==> src/rtl/genie_pkg.sv <==
// rtl/genie_pkg.sv - shared widths, client ids and helpers for the Genie memory arbiter
package genie_pkg;

  localparam int GENIE_ADDR_W = 26;
  localparam int GENIE_DATA_W = 32;
  localparam int GENIE_OUTST  = 8;

  // Client ids follow the layer type encoding used by the engines
  typedef enum logic [1:0] {
    CID_CONV = 2'd0,
    CID_FC   = 2'd1,
    CID_POOL = 2'd2,
    CID_ACT  = 2'd3
  } genie_cid_e;

  // Next client after id, wrapping at n
  function automatic int genie_next_id(input int id, input int n);
    return (id + 1) % n;
  endfunction

endpackage

==> src/rtl/genie_tag_fifo.sv <==
// rtl/genie_tag_fifo.sv - in-order tag FIFO with registered full/empty/count
module genie_tag_fifo #(
  parameter int WIDTH = 2,
  parameter int DEPTH = 8,
  localparam int PTR_W = $clog2(DEPTH),
  localparam int CNT_W = PTR_W + 1
) (
  input  logic             clk,
  input  logic             rst_n,
  input  logic             push,
  input  logic [WIDTH-1:0] push_data,
  input  logic             pop,
  output logic [WIDTH-1:0] pop_data,
  output logic             full,
  output logic             empty,
  output logic [CNT_W-1:0] count
);

  localparam logic [CNT_W-1:0] FULL_CNT = CNT_W'(DEPTH);

  logic [WIDTH-1:0] mem_q [DEPTH];
  logic [PTR_W-1:0] wptr_q, rptr_q;
  logic [CNT_W-1:0] count_q, count_d;
  logic             full_q, empty_q;
  logic             push_ok, pop_ok;

  assign push_ok = push & ~full_q;
  assign pop_ok  = pop & ~empty_q;
  assign count_d = count_q + {{(CNT_W-1){1'b0}}, push_ok} - {{(CNT_W-1){1'b0}}, pop_ok};

  // Tag storage needs no reset; only pointers and flags define validity
  always_ff @(posedge clk) begin
    if (push_ok) mem_q[wptr_q] <= push_data;
  end

  // Pointers, occupancy and flags, all registered so the arbiter gates on last cycle's state
  always_ff @(posedge clk or negedge rst_n) begin
    if (!rst_n) begin
      wptr_q  <= '0;
      rptr_q  <= '0;
      count_q <= '0;
      full_q  <= 1'b0;
      empty_q <= 1'b1;
    end else begin
      if (push_ok) wptr_q <= wptr_q + 1'b1;
      if (pop_ok)  rptr_q <= rptr_q + 1'b1;
      count_q <= count_d;
      full_q  <= (count_d == FULL_CNT);
      empty_q <= (count_d == '0);
    end
  end

  assign pop_data = mem_q[rptr_q];
  assign full     = full_q;
  assign empty    = empty_q;
  assign count    = count_q;

endmodule

==> src/rtl/genie_mem_arbiter.sv <==
// rtl/genie_mem_arbiter.sv - N-client memory arbiter, round-robin when GENIE_ARB_RR_EN is defined, else sel-driven
module genie_mem_arbiter
  import genie_pkg::*;
#(
  parameter int N_CLIENTS = 4,
  parameter int ADDR_W    = GENIE_ADDR_W,
  parameter int DATA_W    = GENIE_DATA_W,
  parameter int OUTST     = GENIE_OUTST,
  localparam int CID_W    = $clog2(N_CLIENTS)
) (
  input  logic                          clk,
  input  logic                          rst_n,
  input  logic [CID_W-1:0]              sel,
  input  logic [N_CLIENTS-1:0]          c_wvalid,
  output logic [N_CLIENTS-1:0]          c_wready,
  input  logic [N_CLIENTS*ADDR_W-1:0]   c_waddr,
  input  logic [N_CLIENTS*DATA_W-1:0]   c_wdata,
  input  logic [N_CLIENTS-1:0]          c_rvalid,
  output logic [N_CLIENTS-1:0]          c_rready,
  input  logic [N_CLIENTS*ADDR_W-1:0]   c_raddr,
  output logic [N_CLIENTS-1:0]          c_dvalid,
  output logic [DATA_W-1:0]             c_rdata,
  output logic                          m_wvalid,
  input  logic                          m_wready,
  output logic [ADDR_W-1:0]             m_waddr,
  output logic [DATA_W-1:0]             m_wdata,
  output logic                          m_rvalid,
  input  logic                          m_rready,
  output logic [ADDR_W-1:0]             m_raddr,
  input  logic                          m_dvalid,
  input  logic [DATA_W-1:0]             m_rdata,
  output logic                          idle,
  output logic                          err_ret
);

  localparam logic [N_CLIENTS-1:0] ONE = {{(N_CLIENTS-1){1'b0}}, 1'b1};

  logic [CID_W-1:0]          gw, gr, head_tag;
  logic                      fifo_full, fifo_empty;
  logic [$clog2(OUTST):0]    fifo_count;
  logic                      w_xfer, rd_xfer, pop;
  logic                      err_ret_q;

`ifdef GENIE_ARB_RR_EN
  // Winner is the first requester at or after ptr, searching upward with wrap
  function automatic logic [CID_W-1:0] rr_pick(input logic [N_CLIENTS-1:0] req,
                                               input logic [CID_W-1:0]     ptr);
    logic [CID_W-1:0] win;
    win = ptr;
    for (int k = N_CLIENTS - 1; k >= 0; k--) begin
      if (req[(int'(ptr) + k) % N_CLIENTS]) win = CID_W'((int'(ptr) + k) % N_CLIENTS);
    end
    return win;
  endfunction

  logic [CID_W-1:0] wptr_q, wptr_d, rptr_q, rptr_d, wlock_id_q, rlock_id_q;
  logic             wlock_q, rlock_q;

  assign gw     = wlock_q ? wlock_id_q : rr_pick(c_wvalid, wptr_q);
  assign gr     = rlock_q ? rlock_id_q : rr_pick(c_rvalid, rptr_q);
  assign wptr_d = w_xfer  ? CID_W'(genie_next_id(int'(gw), N_CLIENTS)) : wptr_q;
  assign rptr_d = rd_xfer ? CID_W'(genie_next_id(int'(gr), N_CLIENTS)) : rptr_q;

  // Pointers move past each winner; an unaccepted valid pins its grant for the next cycle
  always_ff @(posedge clk or negedge rst_n) begin
    if (!rst_n) begin
      wptr_q     <= '0;
      rptr_q     <= '0;
      wlock_q    <= 1'b0;
      rlock_q    <= 1'b0;
      wlock_id_q <= '0;
      rlock_id_q <= '0;
    end else begin
      wptr_q     <= wptr_d;
      rptr_q     <= rptr_d;
      wlock_q    <= c_wvalid[gw] & ~w_xfer;
      rlock_q    <= c_rvalid[gr] & ~rd_xfer;
      wlock_id_q <= gw;
      rlock_id_q <= gr;
    end
  end
`else
  assign gw = sel;
  assign gr = sel;
`endif

  // Write channel: straight mux from the granted client, zero added latency
  assign m_wvalid = rst_n & c_wvalid[gw];
  assign m_waddr  = c_waddr[int'(gw)*ADDR_W +: ADDR_W];
  assign m_wdata  = c_wdata[int'(gw)*DATA_W +: DATA_W];
  assign c_wready = (rst_n & m_wready) ? (ONE << gw) : '0;
  assign w_xfer   = m_wvalid & m_wready;

  // Read request channel, throttled by the registered tag FIFO full flag
  assign m_rvalid = rst_n & c_rvalid[gr] & ~fifo_full;
  assign m_raddr  = c_raddr[int'(gr)*ADDR_W +: ADDR_W];
  assign c_rready = (rst_n & m_rready & ~fifo_full) ? (ONE << gr) : '0;
  assign rd_xfer  = m_rvalid & m_rready;

  // Returned data goes only to the client at the FIFO head
  assign pop      = rst_n & m_dvalid & ~fifo_empty;
  assign c_dvalid = pop ? (ONE << head_tag) : '0;
  assign c_rdata  = m_rdata;

  genie_tag_fifo #(
    .WIDTH (CID_W),
    .DEPTH (OUTST)
  ) u_tag_fifo (
    .clk       (clk),
    .rst_n     (rst_n),
    .push      (rd_xfer),
    .push_data (gr),
    .pop       (pop),
    .pop_data  (head_tag),
    .full      (fifo_full),
    .empty     (fifo_empty),
    .count     (fifo_count)
  );

  // A return with nothing outstanding is a protocol error that sticks until reset
  always_ff @(posedge clk or negedge rst_n) begin
    if (!rst_n)                       err_ret_q <= 1'b0;
    else if (m_dvalid && fifo_empty)  err_ret_q <= 1'b1;
  end

  assign err_ret = err_ret_q;
  assign idle    = (fifo_count == '0);

endmodule

==> config.mk <==
export PLATFORM = sky130hd
export DESIGN_NAME = genie_mem_arbiter
export DESIGN_NICKNAME = d
export VERILOG_FILES = /design/src/rtl/genie_pkg.sv /design/src/rtl/genie_tag_fifo.sv /design/src/rtl/genie_mem_arbiter.sv
export SDC_FILE = /design/constraint.sdc
export NUM_CORES = 1
export LEC_CHECK = 0
export CORE_AREA = 3 3 198 200
export DETAILED_ROUTE_END_ITERATION = 8
export DIE_AREA = 0 0 201 203
export PLACE_DENSITY_LB_ADDON = 0.15
export SKIP_CTS_REPAIR_TIMING = 1
export SLEW_MARGIN = 20
export SYNTH_ARGS = -nofsm -noshare
export SYNTH_HDL_FRONTEND = slang
export SYNTH_SLANG_ARGS = --single-unit
==> constraint.sdc <==
create_clock -name clk -period 7.5 [get_ports clk]
set_clock_uncertainty 0.15 [all_clocks]
set_input_delay 1.5 -clock clk [delete_from_list [all_inputs] [get_ports clk]]
set_output_delay 1.5 -clock clk [all_outputs]
set_load 0.005 [all_outputs]
==> results.md <==
CTS:
- The worst-case clock buffer depth is 2.
- The clock tree root driver cell is clkbuf_16.
- The clock latency on the worst-skew pair is 0.27 ns.
- The TritonCTS buffer count is 5.
- TritonCTS built the clock tree.
- CTS built an H-tree with a depth of 2.
- The tree built by TritonCTS fans out to 29 sinks.
- Clock-pin slew was measured on the worst setup and hold paths at roughly 0.05 ns.

Detailed routing:
- The total iterations of the first detailed-routing run is 4.
- Dividing the detail-routed via count by the number of cells gives 3.525.
- The final route contains 4149 vias.
- For this block, the initial DRC count from the detailed router was 172.
- After detailed routing, the average wire length per cell comes to 22.28 µm.
- The count of nets left with antenna violations once routing finished came out at 0.
- For this run, design rule violations remaining after detail routing come to 0.
- The total wire length is 26220 µm.

Floorplanning:
- The die outline width is roughly 200 µm.
- The die is 203 µm tall.
- The die covers 40800 µm².
- The number of primary I/O pins is between 500 and 600.
- The effective utilization at floorplan is 0.09823.
- The core region area is 37580 µm².
- The floorplan row count is a little over 70.

STA:
- The count of pins over their slew limit is 0.
- The count of endpoints failing hold in the final timing report is 0.
- Setup violations remaining at the end of the flow were counted as 0.
- Setup repair after global routing left no endpoint under its margin.
- The highest clock frequency the design can meet is between 150 and 200 MHz.
- The smallest clock period supported by the final layout is computed as roughly 5.4 ns.
- The hold slack is 0.3065 ns.
- The worst pin sits at a relative slew slack of 0.3991.
- After routing, the total negative slack on setup checks comes to 0 ns.
- The actual slew at the worst max-slew pin is 0.9013 ns.
- The final critical-path share of the clock period is 0.7244.

Critical path:
- The signal on the critical path passes through clkdlybuf4s50_1, nand2_1, or2_2, a41o_1, nor2_1, clkdlybuf4s50_1.
- STA classifies the critical path startpoint as a primary input.
- The stage delay of the slowest cell on the critical path is 0.97 ns.
- The worst setup path is of the in -> out kind.
- The maximum fanout encountered on the critical timing path is 18.
- The arrival time reported for the critical path endpoint is 3.78 ns.
- The number of cell instances on the worst register-to-register path is 8.
- At the worst endpoint, the required time is 5.85 ns.
- STA classifies the critical path endpoint as an output port.
- For this design, the slowest cell found on the critical path is clkdlybuf4s50_1.
- The cell with the most instances on the worst path is clkdlybuf4s50_1.

Synthesis:
- The synthesized design contains 29 register bits.
- Of the synthesized area, sequential elements account for 0.2186.
- Synthesis handed over a netlist of around 260 instances.
- The number of warnings printed during yosys synthesis is 0.
- The average size of a mapped cell is ~14 µm².
- The net count after synthesis is 648.
- The count of cell types in the netlist is 33.
- In this run the cell area of the synthesized design comes to 3691 µm².

GRT:
- The leftover overflow at the end of global routing is 0.
- The via count of the first global-routing pass came to about 4900.
- The maximum number of pins on one net before global-route repair is 64.
- The global-route total usage across every layer is 0.1218.
- The number of antenna violations at the first check in global routing came to 6.
- The first-pass GRT wire length is approximately 36000 µm.

Cells and area:
- The library cells used most frequently in the layout, excluding fill and tap cells, are clkdlybuf4s50_1, mux4_2, nor2_1, edfxtp_1, dfrtp_1.
- In the final layout, the multi-input gates occupy 2491 µm².
- Compared with the post-synthesis result, the final layout area differs by 134.8%.
- The most common cell after layout, fill and taps aside is clkdlybuf4s50_1.
- The filler cell count in the final layout is just under 4000.
- The net total in the final layout is around 1100.
- The area of all sequential standard cells is 807.0 µm².
- In the final layout, the share of cells above drive strength 1 is 0.1586.

Run status:
- The flow ran to the end, and the final reports show no timing, DRC or antenna violations.

Placed design:
- The count of buffers added on input and output ports is 450.
- Summed over all nets, the half-perimeter wirelength after detailed placement is 23810 µm.
- The final weighted congestion of routability-driven global placement is 0.9342.

Power and ir drop:
- Across the VDD grid, the largest voltage drop is 0.08451 mV.
- The power density over the cells is 123.3 nW/µm².
- The leakage power is 2.967 nW.
- The total power is 1.068 mW.

Flow run:
- The reported max-cap violation count is 0.

Hold path:
- The cell count of the worst hold path is 1.
- The tightest min-delay check is of the reg -> reg type.
## path summary, 6_finish.rpt
kind	startpoint	endpoint	slack [ns]
worst max-delay path	rst_n	c_dvalid[0]	2.07
worst min-delay path	err_ret	err_ret	0.31
worst max register to register	u_tag_fifo.full	u_tag_fifo.full	4.71
worst min register to register	err_ret	err_ret	0.31
max in group asynchronous	rst_n	err_ret	5.19
min in group asynchronous	rst_n	u_tag_fifo.count[1]	1.53
## kinds of logic after synthesis
group	synth area share
adders and majority gates	0.02915
and+or+nand+nor	0.06577
DFF	0.2186
AOI/OAI and AO/OA	0.008133
buffers and inverters	0.1064
muxes	0.5576
xor gates and xnor gates	0.01424
## layout make-up
class                      count  share of cell area
multi-input combinational    163              0.2874
sequential                    29             0.09311
inverter                       9            0.003898
clock buffer                   5             0.01444
clock inverter                 3            0.002599
timing repair buffer         453              0.5236
antenna                        4            0.001155
tap                          511             0.07377
## synthesized netlist by cell type, drive strengths merged
cell / instances / share of area
nor2: 16 / 0.016
or2: 1 / 0.0017
clkbuf: 9 / 0.0092
inv: 9 / 0.0092
a21oi: 1 / 0.0014
xor2: 2 / 0.0047
mux2: 2 / 0.0071
nand2: 11 / 0.011
ha: 7 / 0.024
nor2b: 2 / 0.0034
nand2b: 5 / 0.0085
a21o: 2 / 0.0041
nor3: 6 / 0.0081
dfrtp: 12 / 0.081
buf: 47 / 0.088
dfstp: 1 / 0.0071
mux2i: 5 / 0.014
mux4: 88 / 0.54
nand3b: 3 / 0.0061
edfxtp: 16 / 0.13
xnor2: 4 / 0.0095
nand4: 1 / 0.0017
or3: 1 / 0.0017
and2: 1 / 0.0017
and3: 1 / 0.0017
nand3: 1 / 0.0014
a41o: 1 / 0.0027
and3b: 1 / 0.0024
fa: 1 / 0.0054
## state kept, by name (all words and copies together), names as in the netlist
signal             flops
err_ret                1
u_tag_fifo.count       4
u_tag_fifo.empty       1
u_tag_fifo.full        1
u_tag_fifo.mem_q      16
u_tag_fifo.rptr_q      3
u_tag_fifo.wptr_q      3
## stage by stage
stage / utilization / instance area (µm²) / std cells / setup WS, ns
after global routing: 0.2306 / 8667 / 1177 / 1.788
after global placement: 0.2265 / 8509 / 1165 / 2.037
final: 0.2306 / 8667 / 1177 / 2.067
after floorplan: - / 3691 / 257 / 3.280
after CTS: 0.2304 / 8657 / 1173 / 1.981
after detailed placement: 0.2265 / 8509 / 1165 / 1.998
## worst max-delay path: cells and delay by family
family                 cells  cell delay [ns]
AO/OA/AOI/OAI              1             0.24
buffers and inverters      2             1.47
AND/OR/NAND/NOR            3             0.56
## per-layer routing
metal	track usage	vias to the layer above	routed length (µm)
li1	-	1835	-
met1	0.1187	2052	8490
met2	0.2393	238	14810
met3	0.04778	20	2447
met4	0.02936	4	448
met5	0	-	27
## power by group
group,total [mW],internal [mW],switching [mW]
Combinational,0.621,0.415,0.207
Clock,0.195,0.122,0.0722
Sequential,0.252,0.207,0.0458
No activity file was read; power rests on OpenSTA's default activity.
